`config.mk`:
```
export PLATFORM = sky130hd
export DESIGN_NAME = servant_mem_arb
export DESIGN_NICKNAME = d
export VERILOG_FILES = /design/src/rtl/servant_mem_arb.sv
export SDC_FILE = /design/constraint.sdc
export NUM_CORES = 1
export LEC_CHECK = 0
export BUFFER_PORTS_ARGS = -buffer_cell sky130_fd_sc_hd__buf_2
export CELL_PAD_IN_SITES_DETAIL_PLACEMENT = 1
export CELL_PAD_IN_SITES_GLOBAL_PLACEMENT = 1
export CORE_MARGIN = 4
export CORE_UTILIZATION = 24
export CTS_CLUSTER_DIAMETER = 80
export DETAILED_ROUTE_END_ITERATION = 10
export PLACE_DENSITY = 0.9
export SYNTH_ARGS = -nofsm -noshare
export SYNTH_HDL_FRONTEND = slang
export SYNTH_SLANG_ARGS = --single-unit
```
`constraint.sdc`:
```
create_clock -name wb_clk -period 3.55 [get_ports wb_clk]
set_input_delay 0.5325 -clock wb_clk [delete_from_list [all_inputs] [get_ports wb_clk]]
set_output_delay 0.5325 -clock wb_clk [all_outputs]
set_load 0.1 [all_outputs]
```
`src/rtl/servant_mem_arb.sv`:
```
// Two-master Wishbone arbiter in front of the single servant RAM port:
// round-robin between the SERV bus (m0) and SPI bridge (m1), bounded m1 lock, ack watchdog.
module servant_mem_arb #(
    parameter int aw       = 13,
    parameter int lock_max = 16,
    parameter int timeout  = 64
) (
    input  logic          wb_clk,
    input  logic          wb_rst,
    input  logic [aw-1:0] i_m0_adr,
    input  logic [31:0]   i_m0_dat,
    input  logic [3:0]    i_m0_sel,
    input  logic          i_m0_we,
    input  logic          i_m0_cyc,
    output logic          o_m0_ack,
    output logic          o_m0_err,
    input  logic [aw-1:0] i_m1_adr,
    input  logic [31:0]   i_m1_dat,
    input  logic [3:0]    i_m1_sel,
    input  logic          i_m1_we,
    input  logic          i_m1_cyc,
    input  logic          i_m1_lock,
    output logic          o_m1_ack,
    output logic          o_m1_err,
    output logic [31:0]   o_rdt,
    output logic [aw-1:0] o_s_adr,
    output logic [31:0]   o_s_dat,
    output logic [3:0]    o_s_sel,
    output logic          o_s_we,
    output logic          o_s_cyc,
    input  logic [31:0]   i_s_rdt,
    input  logic          i_s_ack,
    output logic          o_timeout
);

    typedef enum logic [1:0] {
        IDLE = 2'd0,
        GNT0 = 2'd1,
        GNT1 = 2'd2
    } state_t;

    localparam logic [9:0] TO_LAST  = 10'(timeout - 1);
    localparam logic [7:0] LOCK_MAX = 8'(lock_max);

    state_t     state_q, state_d;
    logic       last_q, last_d;
    logic       locked_q, locked_d;
    logic [7:0] lock_cnt_q, lock_cnt_d;
    logic [9:0] to_cnt_q, to_cnt_d;
    logic       timeout_q, timeout_d;
    logic       pick1;
    logic       to_hit;
    logic [1:0] gnt;
    logic [1:0] ack_vec;
    logic [1:0] err_vec;

    assign gnt    = {state_q == GNT1, state_q == GNT0};
    // A real ack in the last watchdog cycle takes precedence over the forced one.
    assign to_hit = (state_q != IDLE) && !i_s_ack && (to_cnt_q == TO_LAST);

    always_comb begin
        state_d    = state_q;
        last_d     = last_q;
        locked_d   = locked_q;
        lock_cnt_d = lock_cnt_q;
        to_cnt_d   = to_cnt_q;
        timeout_d  = timeout_q;
        pick1      = 1'b0;
        case (state_q)
            IDLE: begin
                if (i_m0_cyc && i_m1_cyc) begin
                    if (lock_cnt_q == LOCK_MAX) begin
                        pick1 = 1'b0;
                    end else if (locked_q) begin
                        pick1 = 1'b1;
                    end else begin
                        pick1 = !last_q;
                    end
                end else begin
                    pick1 = i_m1_cyc;
                end
                if (i_m0_cyc || i_m1_cyc) begin
                    last_d   = pick1;
                    to_cnt_d = '0;
                    if (pick1) begin
                        state_d = GNT1;
                        // The grant that opens a burst counts too, so m0 sits out at most lock_max m1 grants.
                        if (i_m0_cyc && (lock_cnt_q != LOCK_MAX)) begin
                            lock_cnt_d = lock_cnt_q + 8'd1;
                        end
                    end else begin
                        state_d    = GNT0;
                        locked_d   = 1'b0;
                        lock_cnt_d = '0;
                    end
                end
            end
            GNT0, GNT1: begin
                if (i_s_ack) begin
                    state_d = IDLE;
                    if (state_q == GNT1) begin
                        locked_d = i_m1_lock;
                        if (!i_m1_lock) begin
                            lock_cnt_d = '0;
                        end
                    end
                end else if (to_hit) begin
                    state_d    = IDLE;
                    timeout_d  = 1'b1;
                    locked_d   = 1'b0;
                    lock_cnt_d = '0;
                end else begin
                    to_cnt_d = to_cnt_q + 10'd1;
                end
            end
            default: state_d = IDLE;
        endcase
    end

    always_ff @(posedge wb_clk) begin
        if (wb_rst) begin
            state_q    <= IDLE;
            last_q     <= 1'b1;
            locked_q   <= 1'b0;
            lock_cnt_q <= '0;
            to_cnt_q   <= '0;
            timeout_q  <= 1'b0;
        end else begin
            state_q    <= state_d;
            last_q     <= last_d;
            locked_q   <= locked_d;
            lock_cnt_q <= lock_cnt_d;
            to_cnt_q   <= to_cnt_d;
            timeout_q  <= timeout_d;
        end
    end

    // Responses are suppressed while reset is high so an in-flight ack never escapes.
    genvar gi;
    generate
        for (gi = 0; gi < 2; gi++) begin : g_resp
            assign ack_vec[gi] = gnt[gi] && (i_s_ack || to_hit) && !wb_rst;
            assign err_vec[gi] = gnt[gi] && to_hit && !wb_rst;
        end
    endgenerate

    assign o_m0_ack  = ack_vec[0];
    assign o_m1_ack  = ack_vec[1];
    assign o_m0_err  = err_vec[0];
    assign o_m1_err  = err_vec[1];
    assign o_s_cyc   = |gnt;
    assign o_rdt     = i_s_rdt;
    assign o_timeout = timeout_q;

    always_comb begin
        o_s_adr = '0;
        o_s_dat = '0;
        o_s_sel = '0;
        o_s_we  = 1'b0;
        if (gnt[0]) begin
            o_s_adr = i_m0_adr;
            o_s_dat = i_m0_dat;
            o_s_sel = i_m0_sel;
            o_s_we  = i_m0_we;
        end else if (gnt[1]) begin
            o_s_adr = i_m1_adr;
            o_s_dat = i_m1_dat;
            o_s_sel = i_m1_sel;
            o_s_we  = i_m1_we;
        end
    end

endmodule

```
# [Word level (Yosys, flattened, before mapping)]
# Cells that the tools add are included.
[op_classes] add_sub_neg=2 n_mux=35 eq_ne=13 n_reduce_logical=27 n_bitwise=1
[op_table] operator="$mux W32" count=2
[op_table] operator="$mux W8" count=7
[op_table] operator="$mux W10" count=3
[op_table] operator="$mux W13" count=2
[op_table] operator="$pmux W10 S2" count=1
[op_table] operator="$pmux W8 S2" count=1
[op_table] operator="$logic_and A1 B1 Y1" count=12
[op_table] operator="$mux W1" count=11
[op_table] operator="$add A10 B1 Y10 const B" count=1
[op_table] operator="$eq A10 B6 Y1 const B" count=1
[op_table] operator="$add A8 B1 Y8 const B" count=1
[op_table] operator="$eq A8 B5 Y1 const B" count=1
[op_table] operator="$mux W2" count=4
[op_table] operator="$mux W4" count=2
[op_table] operator="$ne A2 B2 Y1 const B" count=4
[op_table] operator="$ne A8 B5 Y1 const B" count=1
[op_table] operator="$ne A3 B3 Y1 const B" count=2
[op_table] operator="$reduce_and A6 Y1" count=1
[op_table] operator="$reduce_and A5 Y1" count=1
[op_table] operator="$pmux W2 S2" count=1
[op_table] operator="$reduce_and A2 Y1" count=2
[op_table] operator="$reduce_and A4 Y1" count=1
[op_table] operator="$reduce_bool A2 Y1" count=2
[op_table] operator="$logic_not A1 Y1" count=3
[op_table] operator="other kinds (10)" count=11
[word_totals] input_bits=138 register_bits=23 output_inout_bits=88

# [Logic depth before layout (Yosys ltp)]
[depth] ltp_word=8 depth_mapped=7 depth_no_buf=6

# [Worst setup path after synthesis]
# No wires, ideal clock.
[synth_timing] path_type="register -> output" from="register state_q[1]" to="output port o_s_adr[11]" path_buffers=2 slack_ns=-0.060 stages_incl_launch_ff=6 t_arrival_ns=3.077 cell_sequence="dfxtp_1 > inv_1 > ha_1 > clkbuf_1 > clkbuf_1 > o21ai_0"
[synth_via] elab_chain_len=3 word_cells_on_any_way=4
[synth_lines] element="start: declaration" line="45" text="state_t state_q, state_d;"
[synth_lines] element="start signal: assignment" line="129" text="state_q <= state_d;"
[synth_lines] element="$eq A2 B2 Y1" line="57" text="assign gnt = {state_q == GNT1, state_q == GNT0};"
[synth_lines] element="$mux W13" line="165" text="end else if (gnt[1]) begin"
[synth_lines] element="$mux W13 (*)" line="160" text="if (gnt[0]) begin"
[synth_lines] element="end: declaration" line="26" text="output logic [aw-1:0] o_s_adr,"
# Mark *: on every way between the ends. The rest lies on a longest branch, timed or not.

# [Worst setup path in the final report]
[layout_timing] from="register state_q[0]" to="output port o_m0_err"
[layout_via] elab_chain_len=5 word_cells_on_any_way=6
[layout_lines] element="$reduce_bool A2 Y1" line="59" text="assign to_hit = (state_q != IDLE) && !i_s_ack && (to_cnt_q == TO_LAST);"
[layout_lines] element="$logic_and A1 B1 Y1 (2 in series)" line="59"
[layout_lines] element="$logic_and A1 B1 Y1 (*) (2 in series)" line="143" text="assign err_vec[gi] = gnt[gi] && to_hit && !wb_rst;"
[layout_lines] element="end: declaration" line="16" text="output logic o_m0_err,"
# Marks and branches as above.

==> results.sh <==
export IMPL_crit_type="reg2out"
export IMPL_hold_violations=0
export IMPL_placed_area_um2=2770
export IMPL_postRouteAntennaNets=0
export IMPL_num_rows=33
export IMPL_worstPathRequired_ps=3020
export IMPL_grt_antenna_before_repair=0
export IMPL_drtIter0Drc=89
export IMPL_vias_per_cell=5.49
export IMPL_ys_types=47
export IMPL_grt_first_pass_wirelength_mm=14.5
export IMPL_total_leakage_power_nw=1.35
export IMPL_synthCells=261
export IMPL_clock_skew_ps=2.14
export IMPL_die_h_um=102
export IMPL_cp_data_arrival_time_ps=2570
export IMPL_gr_usage_all_layers_pct=17.6
export IMPL_start_util_pct=25.2
export IMPL_yosys_area_top_type="dfxtp_1"
export IMPL_ff2ff_path_depth=6
export IMPL_multi_input_area_um2=1320
export IMPL_grt_max_degree=53
export IMPL_syn_num_nets=405
export IMPL_ir_drop_uv=206
export IMPL_fmax_mhz=322
export IMPL_yosysMostFrequentCell="a22o_1"
export IMPL_critPathCaptureType="output pin"
export IMPL_p_comb_share_pct=69.5
export IMPL_clock_latency_ps=270
export IMPL_avgSynthCellArea_um2=8.09
export IMPL_power_mw=1.46
export IMPL_dieWidth_um=102
export IMPL_boundaryPins=226
export IMPL_die_area_um2=10400
export IMPL_status="finished clean"
export IMPL_synth_top_area_share_pct=21.8
export IMPL_place_inst=481
export IMPL_power_frac_clock_pct=11.7
export IMPL_cts_max_path_buffers=2
export IMPL_cts_resized=0
export IMPL_grt_pass1_vias=2617
export IMPL_vias=2664
export IMPL_post_route_min_period_ps=3100
export IMPL_hold_path_depth=2
export IMPL_slew_headroom_pct=30.0
export IMPL_worstPathCellList="inv_1 -> ha_1 -> or4_4 -> or4_4 -> nor2_1 -> buf_2"
export IMPL_cpPeakStageDelay_ps=470
export IMPL_synth_flop_cell="dfxtp_1"
export IMPL_pwr_share_seq_pct=18.8
export IMPL_fin_nets=525
export IMPL_min_period_over_period_pct=87.4
export IMPL_syn_to_final_growth_pct=33.4
export IMPL_post_route_drc_count=0
export IMPL_rsz0062_at_grt="no"
export IMPL_ctsHoldBuffers=0
export IMPL_setup_tns_ps=0
export IMPL_synth_top_cells_by_count="49 x a22o_1, 32 x buf_4, 23 x dfxtp_1, 15 x nand2_1, 14 x clkbuf_1"
export IMPL_synthTopCellsByArea="dfxtp_1 22%, a22o_1 20%, buf_4 11%"
export IMPL_hpwl_mm=8.00
export IMPL_drt_pass1_iterations=4
export IMPL_ys_warn_count=0
export IMPL_crit_fanout=8
export IMPL_power_switching_mw=0.910
export IMPL_synthArstFlopShare_pct=0
export IMPL_num_fill_cells=1078
export IMPL_synth_edff_count=0
export IMPL_synth_seq_area_share_pct=21.8
export IMPL_cap_violations=0
export IMPL_swShare_pct=62.5
export IMPL_final_cell_area_um2=2820
export IMPL_htreeDepth=1
export IMPL_setup_viol=0
export IMPL_overflow=0
export IMPL_crit_slowest_cell="or4_4"
export IMPL_gp_congestion=0.872
export IMPL_setup_worst_path_start_class="register"
export IMPL_crit_top_cell="or4_4"
export IMPL_drive_gt1_share_pct=45.5
export IMPL_maxSlewViolCount=0
export IMPL_intPower_mw=0.546
export IMPL_whs_ps=469
export IMPL_layoutNonFillerInstCount=485
export IMPL_clock_sinks=23
export IMPL_p_per_area_nw_per_um2=517
export IMPL_numPortBuffers=161
export IMPL_diodes=0
export IMPL_ys_ff_latch=23
export IMPL_routed_wl_mm=10.1
export IMPL_core_area_um2=8380
export IMPL_wire_per_inst_um=20.8
export IMPL_post_cts_buffers=0
export IMPL_clockRootBuffer="clkbuf_8"
export IMPL_min_path_type="reg2reg"
export IMPL_clk_pin_slew_ps=90
export IMPL_cts_tree="built"
export IMPL_syn_cell_area_um2=2110
export IMPL_cts_buffers=3
export IMPL_seq_area_um2=460
export IMPL_worst_slew_pin_slew_ps=1050
## registers in the layout, indices dropped and copies added, names as in the netlist
register / cells
last_q: 1
state_q: 2
lock_cnt_q: 8
locked_q: 1
o_timeout: 1
to_cnt_q: 10
## cell type report
type | count | area share (%)
tap | 105 | 4.66
multi-input combinational | 179 | 46.8
timing repair buffer | 163 | 29.1
sequential | 23 | 16.3
clock buffer | 4 | 1.60
inverter | 11 | 1.47
## metal layers
metal  vias up  part of all wire (%)  track usage [%]
met5         -                     0                0
met4         0                   1.9             4.19
met3        20                   8.9             3.79
met2       136                    49             32.6
met1      1276                    40             20.6
li1       1232                     -                -
## placed cells by master (no fill, tap or decap), types with 3 or more instances in the layout
| cell type | n |
|---|---|
| inv_1 | 11 |
| o21ai_0 | 7 |
| nand2_1 | 15 |
| or3_1 | 3 |
| ha_1 | 5 |
| nor2b_1 | 3 |
| clkbuf_8 | 3 |
| nand4_1 | 8 |
| a211oi_1 | 3 |
| o221ai_1 | 4 |
| a31oi_1 | 5 |
| nand2b_1 | 3 |
| dfxtp_1 | 23 |
| o31ai_1 | 4 |
| a21oi_1 | 6 |
| a22o_1 | 49 |
| nand3_1 | 6 |
| nor2_1 | 11 |
| nand3b_1 | 3 |
| o311ai_0 | 4 |
| a311oi_1 | 4 |
| and3_1 | 5 |
| buf_2 | 161 |
## path summary, 6_finish.rpt
check | from | endpoint | slack, ps
min reg2reg | locked_q$_SDFFE_PP0P_ | locked_q$_SDFFE_PP0P_ | 470
min | locked_q$_SDFFE_PP0P_ | locked_q$_SDFFE_PP0P_ | 470
max reg2reg | state_q[0]$_SDFFE_PP0P_ | to_cnt_q[9]$_SDFFE_PP0P_ | 820
max | state_q[0]$_SDFFE_PP0P_ | o_m0_err | 450
## per-stage QoR
| stage | worst slack [ps] | util [%] |
|---|---|---|
| after floorplan | 181 | - |
| after global placement | 784 | 33.1 |
| after detailed placement | 725 | 33.1 |
| after CTS | 427 | 33.6 |
| after global routing | 257 | 33.6 |
| final | 448 | 33.6 |
## worst max-delay path, delay by kind of cell (launching register included)
kind / cells / cell delay (ps)
AND/OR/NAND/NOR: 3 / 1070
buffers and inverters: 2 / 530
flip-flops: 1 / 390
adder cells (fa/ha/maj): 1 / 300
## power groups by stage
stage          combinational [mW]  sequential (mW)  clock, mW
2_1_floorplan               0.971            0.277          0
3_3_place_gp                0.997            0.278          0
3_5_place_dp                 1.01            0.279          0
4_1_cts                      1.01            0.273      0.174
5_1_grt                      1.05            0.275      0.184
6_report                     1.01            0.273      0.171
## logic make-up after synthesis
logic type | after synthesis | share of synthesized area (%)
buf+inv | 59 | 16.2
flops | 23 | 21.8
mux | 2 | 0.948
compound gates | 99 | 37.7
fa+ha+maj | 6 | 3.56
simple gates | 72 | 19.7
(Power assumes the default switching activity.)
